`config.mk`:
```
export PLATFORM = sky130hd
export DESIGN_NAME = mc_ctrl_fsm_flat
export DESIGN_NICKNAME = d
export VERILOG_FILES = /design/src/rtl/mc_ctrl_if.sv /design/src/rtl/mc_ctrl_fsm.sv /design/src/flat_wrapper.sv
export SDC_FILE = /design/constraint.sdc
export NUM_CORES = 1
export LEC_CHECK = 0
export ABC_AREA = 0
export ABC_CLOCK_PERIOD_IN_PS = 1560
export CORE_MARGIN = 4
export CORE_UTILIZATION = 34
export CTS_CLUSTER_SIZE = 14
export DETAILED_ROUTE_END_ITERATION = 10
export PLACE_DENSITY_LB_ADDON = 0.05
export SYNTH_ARGS = -nofsm -noshare
export SYNTH_HDL_FRONTEND = slang
export SYNTH_SLANG_ARGS = --single-unit
```
`constraint.sdc`:
```
create_clock -name clk -period 1.56 [get_ports clk]
set_clock_uncertainty 0.15 [all_clocks]
set_input_delay 0.312 -clock clk [delete_from_list [all_inputs] [get_ports clk]]
set_output_delay 0.312 -clock clk [all_outputs]
set_load 0.005 [all_outputs]
```
`src/rtl/mc_ctrl_if.sv`:
```
// Control bundle between the multi-cycle sequencer (master) and the datapath (slave).
// With MC_CTRL_PERF_EN defined the bundle also carries the cycle and retired-instruction counters.
interface mc_ctrl_if #(
  parameter int OPW = 6,
  parameter int ACW = 3
);
  logic [OPW-1:0] op;
  logic           zero;
  logic           mem_rdy;
  logic           pcwr;
  logic           irwr;
  logic           memrd;
  logic           memwr;
  logic           regwr;
  logic           jump;
  logic           branch;
  logic           regdst;
  logic           alusrc;
  logic           memtoreg;
  logic           rtype;
  logic           extop;
  logic [ACW-1:0] aluctr;
  logic           illegal;
  logic [2:0]     state;
`ifdef MC_CTRL_PERF_EN
  logic [31:0]    cycle_cnt;
  logic [31:0]    instret;
`endif

  // mem_rdy is the memory side's completion strobe for the access that memrd/memwr
  // is holding up; a request stays asserted at level until the cycle mem_rdy is 1.
  modport master (
    input  op, zero, mem_rdy,
    output pcwr, irwr, memrd, memwr, regwr, jump, branch,
    output regdst, alusrc, memtoreg, rtype, extop, aluctr, illegal, state
`ifdef MC_CTRL_PERF_EN
    , output cycle_cnt, instret
`endif
  );

  modport slave (
    output op, zero, mem_rdy,
    input  pcwr, irwr, memrd, memwr, regwr, jump, branch,
    input  regdst, alusrc, memtoreg, rtype, extop, aluctr, illegal, state
`ifdef MC_CTRL_PERF_EN
    , input cycle_cnt, instret
`endif
  );
endinterface

```
`src/rtl/mc_ctrl_fsm.sv`:
```
// Multi-cycle FETCH/DECODE/EXEC/MEM/WB sequencer for the MIPS-subset datapath.
// Optional performance counters are enabled with MC_CTRL_PERF_EN.
module mc_ctrl_fsm #(
  parameter int OPW = 6,
  parameter int ACW = 3
) (
  input  logic      clk,
  input  logic      rst,
  mc_ctrl_if.master bus
);

  localparam logic [OPW-1:0] OP_R    = 6'b000000;
  localparam logic [OPW-1:0] OP_LW   = 6'b100011;
  localparam logic [OPW-1:0] OP_SW   = 6'b101011;
  localparam logic [OPW-1:0] OP_BEQ  = 6'b000100;
  localparam logic [OPW-1:0] OP_J    = 6'b000010;
  localparam logic [OPW-1:0] OP_ADDI = 6'b001000;
  localparam logic [OPW-1:0] OP_ORI  = 6'b001101;

  localparam logic [ACW-1:0] ALU_ADD = 3'b000;
  localparam logic [ACW-1:0] ALU_SUB = 3'b001;
  localparam logic [ACW-1:0] ALU_OR  = 3'b010;
  localparam logic [ACW-1:0] ALU_FN  = 3'b111;

  typedef enum logic [2:0] {
    S_FETCH  = 3'd0,
    S_DECODE = 3'd1,
    S_EXEC   = 3'd2,
    S_MEM    = 3'd3,
    S_WB     = 3'd4,
    S_TRAP   = 3'd5
  } state_t;

  state_t state_q, state_d;
  logic   illegal_q;

  logic is_r, is_lw, is_sw, is_beq, is_j, is_addi, is_ori, is_legal;

  assign is_r     = (bus.op == OP_R);
  assign is_lw    = (bus.op == OP_LW);
  assign is_sw    = (bus.op == OP_SW);
  assign is_beq   = (bus.op == OP_BEQ);
  assign is_j     = (bus.op == OP_J);
  assign is_addi  = (bus.op == OP_ADDI);
  assign is_ori   = (bus.op == OP_ORI);
  assign is_legal = is_r | is_lw | is_sw | is_beq | is_j | is_addi | is_ori;

  // Static decode: purely a function of the opcode, valid in every state.
  assign bus.regdst   = is_r;
  assign bus.alusrc   = is_lw | is_sw | is_addi | is_ori;
  assign bus.memtoreg = is_lw;
  assign bus.rtype    = is_r;
  assign bus.extop    = is_lw | is_sw | is_addi | is_beq;

  always_comb begin
    bus.aluctr = ALU_ADD;
    if (is_r)        bus.aluctr = ALU_FN;
    else if (is_beq) bus.aluctr = ALU_SUB;
    else if (is_ori) bus.aluctr = ALU_OR;
  end

  always_ff @(posedge clk) begin
    if (!rst) begin
      state_q   <= S_FETCH;
      illegal_q <= 1'b0;
    end else begin
      state_q   <= state_d;
      illegal_q <= (state_d == S_TRAP);
    end
  end

  logic pcwr_c, irwr_c, memrd_c, memwr_c, regwr_c, jump_c, branch_c;

  always_comb begin
    state_d  = state_q;
    pcwr_c   = 1'b0;
    irwr_c   = 1'b0;
    memrd_c  = 1'b0;
    memwr_c  = 1'b0;
    regwr_c  = 1'b0;
    jump_c   = 1'b0;
    branch_c = 1'b0;
    case (state_q)
      S_FETCH: begin
        memrd_c = 1'b1;
        if (bus.mem_rdy) begin
          irwr_c  = 1'b1;
          pcwr_c  = 1'b1;
          state_d = S_DECODE;
        end
      end
      S_DECODE: begin
        if (!is_legal) begin
          state_d = S_TRAP;
        end else if (is_j) begin
          jump_c  = 1'b1;
          pcwr_c  = 1'b1;
          state_d = S_FETCH;
        end else begin
          state_d = S_EXEC;
        end
      end
      S_EXEC: begin
        if (is_beq) begin
          branch_c = 1'b1;
          pcwr_c   = bus.zero;
          state_d  = S_FETCH;
        end else if (is_lw || is_sw) begin
          state_d = S_MEM;
        end else if (is_r || is_addi || is_ori) begin
          state_d = S_WB;
        end else begin
          state_d = S_FETCH;
        end
      end
      S_MEM: begin
        // Request is held at level across wait states until the port completes.
        memrd_c = is_lw;
        memwr_c = is_sw;
        if (bus.mem_rdy) state_d = is_lw ? S_WB : S_FETCH;
      end
      S_WB: begin
        regwr_c = 1'b1;
        state_d = S_FETCH;
      end
      S_TRAP: state_d = S_TRAP;
      default: state_d = S_FETCH;
    endcase
  end

  // Reset gates every strobe so an aborted instruction cannot write anything.
  assign bus.pcwr    = rst & pcwr_c;
  assign bus.irwr    = rst & irwr_c;
  assign bus.memrd   = rst & memrd_c;
  assign bus.memwr   = rst & memwr_c;
  assign bus.regwr   = rst & regwr_c;
  assign bus.jump    = rst & jump_c;
  assign bus.branch  = rst & branch_c;
  assign bus.illegal = illegal_q;
  assign bus.state   = state_q;

`ifdef MC_CTRL_PERF_EN
  logic [31:0] cycle_q, instret_q;
  logic        retire;

  assign retire = (state_d == S_FETCH) &&
                  (state_q == S_DECODE || state_q == S_EXEC ||
                   state_q == S_MEM    || state_q == S_WB);

  always_ff @(posedge clk) begin
    if (!rst) begin
      cycle_q   <= 32'd0;
      instret_q <= 32'd0;
    end else if (state_q != S_TRAP) begin
      cycle_q <= cycle_q + 32'd1;
      if (retire) instret_q <= instret_q + 32'd1;
    end
  end

  assign bus.cycle_cnt = cycle_q;
  assign bus.instret   = instret_q;
`endif

endmodule

```
`src/flat_wrapper.sv`:
```
// flat-port wrapper written by rule: the top's interface ports become plain ports
module mc_ctrl_fsm_flat 
#(
  parameter int OPW = 6,
  parameter int ACW = 3
)
  (clk, rst, bus_op, bus_zero, bus_mem_rdy, bus_pcwr, bus_irwr, bus_memrd, bus_memwr, bus_regwr, bus_jump, bus_branch, bus_regdst, bus_alusrc, bus_memtoreg, bus_rtype, bus_extop, bus_aluctr, bus_illegal, bus_state);
  mc_ctrl_if #(.OPW(OPW), .ACW(ACW)) bus_i ();
  input  logic clk;
  input  logic rst;
  input wire logic [$bits(bus_i.op)-1:0] bus_op;
  input wire logic [$bits(bus_i.zero)-1:0] bus_zero;
  input wire logic [$bits(bus_i.mem_rdy)-1:0] bus_mem_rdy;
  output wire logic [$bits(bus_i.pcwr)-1:0] bus_pcwr;
  output wire logic [$bits(bus_i.irwr)-1:0] bus_irwr;
  output wire logic [$bits(bus_i.memrd)-1:0] bus_memrd;
  output wire logic [$bits(bus_i.memwr)-1:0] bus_memwr;
  output wire logic [$bits(bus_i.regwr)-1:0] bus_regwr;
  output wire logic [$bits(bus_i.jump)-1:0] bus_jump;
  output wire logic [$bits(bus_i.branch)-1:0] bus_branch;
  output wire logic [$bits(bus_i.regdst)-1:0] bus_regdst;
  output wire logic [$bits(bus_i.alusrc)-1:0] bus_alusrc;
  output wire logic [$bits(bus_i.memtoreg)-1:0] bus_memtoreg;
  output wire logic [$bits(bus_i.rtype)-1:0] bus_rtype;
  output wire logic [$bits(bus_i.extop)-1:0] bus_extop;
  output wire logic [$bits(bus_i.aluctr)-1:0] bus_aluctr;
  output wire logic [$bits(bus_i.illegal)-1:0] bus_illegal;
  output wire logic [$bits(bus_i.state)-1:0] bus_state;
  assign bus_i.op = bus_op;
  assign bus_i.zero = bus_zero;
  assign bus_i.mem_rdy = bus_mem_rdy;
  assign bus_pcwr = bus_i.pcwr;
  assign bus_irwr = bus_i.irwr;
  assign bus_memrd = bus_i.memrd;
  assign bus_memwr = bus_i.memwr;
  assign bus_regwr = bus_i.regwr;
  assign bus_jump = bus_i.jump;
  assign bus_branch = bus_i.branch;
  assign bus_regdst = bus_i.regdst;
  assign bus_alusrc = bus_i.alusrc;
  assign bus_memtoreg = bus_i.memtoreg;
  assign bus_rtype = bus_i.rtype;
  assign bus_extop = bus_i.extop;
  assign bus_aluctr = bus_i.aluctr;
  assign bus_illegal = bus_i.illegal;
  assign bus_state = bus_i.state;
  mc_ctrl_fsm #(.OPW(OPW), .ACW(ACW)) u_core (.clk(clk), .rst(rst), .bus(bus_i));
endmodule
```
==> out/results.tsv <==
metric	value	unit
status	finished, violations left	
violations	setup timing	
finalSetupTns	-2240	ps
power	0.591	mW
dp_hpwl	1500	um
fin_nets	150	
final_cell_mix	buf_4 (33), buf_6 (24), buf_2 (8)	
drive_above_1_share	71.7	%
period_minus_slack	1840	ps
vdd_ir_drop_max	0.000619	V
cts_buffer_depth	2	
syn_nets	77	
seq_area_frac_synth	14.8	%
hold_path_depth	3	
cp_slowest_stage_delay	270	ps
path_buf_inv	3	
fp.dieH	47.9	um
crit_arrival	1380	ps
drt-pass1-iter-count	4	
cap_violations	0	
first_global_vias	760	
yosys_warnings	0	
grt_max_degree	8	
use_met3	6.77	%
hold_viol_final	0	
groute.usage.overall	22.3	%
yosys-mux-area-fraction	6.02	%
wl_per_cell	17.3	um
slew_violations	0	
synth-simple-area-share	42.4	%
cts_num_sinks	4	
clk_pin_slew	40	ps
crit_family	buffers and inverters	
wl	2670	um
path_max_fanout	4	
setup_ws	-279	ps
synth_top_family_by_area	simple AND/OR/NAND/NOR gates	
busiest_layer	met2	
power_density	449	nW/um2
cts_tree	yes	
crit_cells	6	
yosys_most_used_dff	dfxtp_1	
utilization	87.4	%
worst_pin_slew	319	ps
netlist_area	541	um2
synth_fa_ha_area_share	0	%
antenna_found_initial	0	
crit_slowest_cell	mux2_4	
timing.hold.ws	334	ps
startpoint_type	primary input	
period_share	118	%
required	1100	ps
synth_xor_area_share	1.62	%
ant_nets	0	
r2r_cells	5	
clk_latency	250	ps
max-slew-margin-rel	78.8	%
use_met2	36.1	%
antenna_cells	0	
fmax	0.544	GHz
synth_edf_count	0	
cts_hold_buf	0	
power_frac_seq	20.6	%
initial_core_util	35.9	%
drtIter0Drc	19	
gr-total-overflow	0	
syn_inst	67	
portBuffers	28	
numCtsBuffers	3	
crit_chain	buf_8, buf_6, and4b_2, mux2_4, a32o_1, buf_2	
power.leakage	0.638	nW
switching_share	33.3	%
stdcell_count	154	
ys_types	41	
clockPowerShare	23.0	%
via_per_inst	5.27	
core	1510	um2
p_int	0.394	mW
synth_seq_cells	4	
grt.met1_usage	29.6	%
pwr-share-comb	56.5	%
gp_congestion	0.857	
synth.avg_cell_area	8.07	um2
worstSetupPathType	primary input to primary output	
async_flop_share	0	%
dieArea	2290	um2
rsz0062_at_grt	yes	
drc	0	
cts_root_buf	clkbuf_4	
hold_path_class	primary input to register	
layout_commonest_cell	buf_4	
rows	14	
switchingPower	0.197	mW
num_vias	812	
end_kind	primary output	
setup_viol	15	
placed_cells	138	
die_w	47.9	um
grt_pass1_wl	3580	um
synth_compound_area_share	21.5	%
io_pins	29	
area_delta_synth_final	144	%
cts_max_level	1	
## power groups by stage
| stage | combinational [mW] | clock [mW] | sequential [mW] |
|---|---|---|---|
| floorplan | 0.105 | 0 | 0.121 |
| CTS | 0.282 | 0.139 | 0.122 |
| global route | 0.354 | 0.149 | 0.122 |
| finish | 0.334 | 0.136 | 0.121 |
| global placement | 0.246 | 0 | 0.120 |
| detailed placement | 0.250 | 0 | 0.120 |
## sequential cells by signal (all words and copies together), names as in the netlist
register	flops
u_core.bus.illegal	1
u_core.bus.state	3
## through the flow
step,instance area [um2],setup slack [ps]
after detailed placement,1050,-1040
final,1320,-279
after floorplan,559,-51.6
after CTS,1200,-273
after global placement,1050,-1030
after global routing,1320,-289
## path summary, 6_finish.rpt
path / from / slack (ps) / end
worst max-delay path: bus_op[1] / -280 / bus_pcwr
worst min-delay path: rst / 330 / u_core.bus.state[2]$_SDFF_PN0_
worst max register to register: u_core.bus.state[2]$_SDFF_PN0_ / -20 / u_core.bus.state[2]$_SDFF_PN0_
worst min register to register: u_core.bus.state[0]$_SDFF_PN0_ / 630 / u_core.bus.state[1]$_SDFF_PN0_
## repair_timing
action | CTS | global route
pin swaps | 16 | 21
gates resized for setup | 134 | 20
endpoints found under the setup margin | 22 | 15
endpoints found under the hold margin | 0 | 0
buffers inserted | 8 | 7
gates cloned | 0 | 0
## layer usage
metal / vias to the layer above / routed length, um
li1: 392 / -
met1: 390 / 1110
met2: 30 / 1420
met3: 0 / 139
met4: 0 / 0
met5: - / 0
## worst min-delay path, delay by kind of cell
family | cells | cell delay, ps
AOI/OAI and AO/OA | 1 | 170
buffers and inverters | 2 | 200
## final cells by class
| cell class | count | area, um2 |
|---|---|---|
| timing repair buffer | 75 | 674 |
| multi-input combinational | 54 | 505 |
| fill | 76 | 190 |
| sequential | 4 | 86.3 |
| clock buffer | 3 | 22.5 |
| tap | 16 | 20.0 |
| inverter | 2 | 7.51 |
## synth_stat cells, drive strengths merged (3+ instances only)
cell type | count | area share, %
and3 | 3 | 3.5
and4 | 3 | 5.1
buf | 6 | 12
dfxtp | 4 | 15
nand2 | 4 | 2.8
nand3 | 3 | 3.7
nor2 | 10 | 7.4
nor2b | 3 | 3.5
## kinds of logic (layout without fill, tap and decap cells)
logic type	Yosys count	in the layout
compound gates	14	14
buf+inv	9	80
flops	4	4
xor+xnor	1	1
mux	3	3
simple gates	36	36
Note: power is estimated with default switching activity, not from simulation.
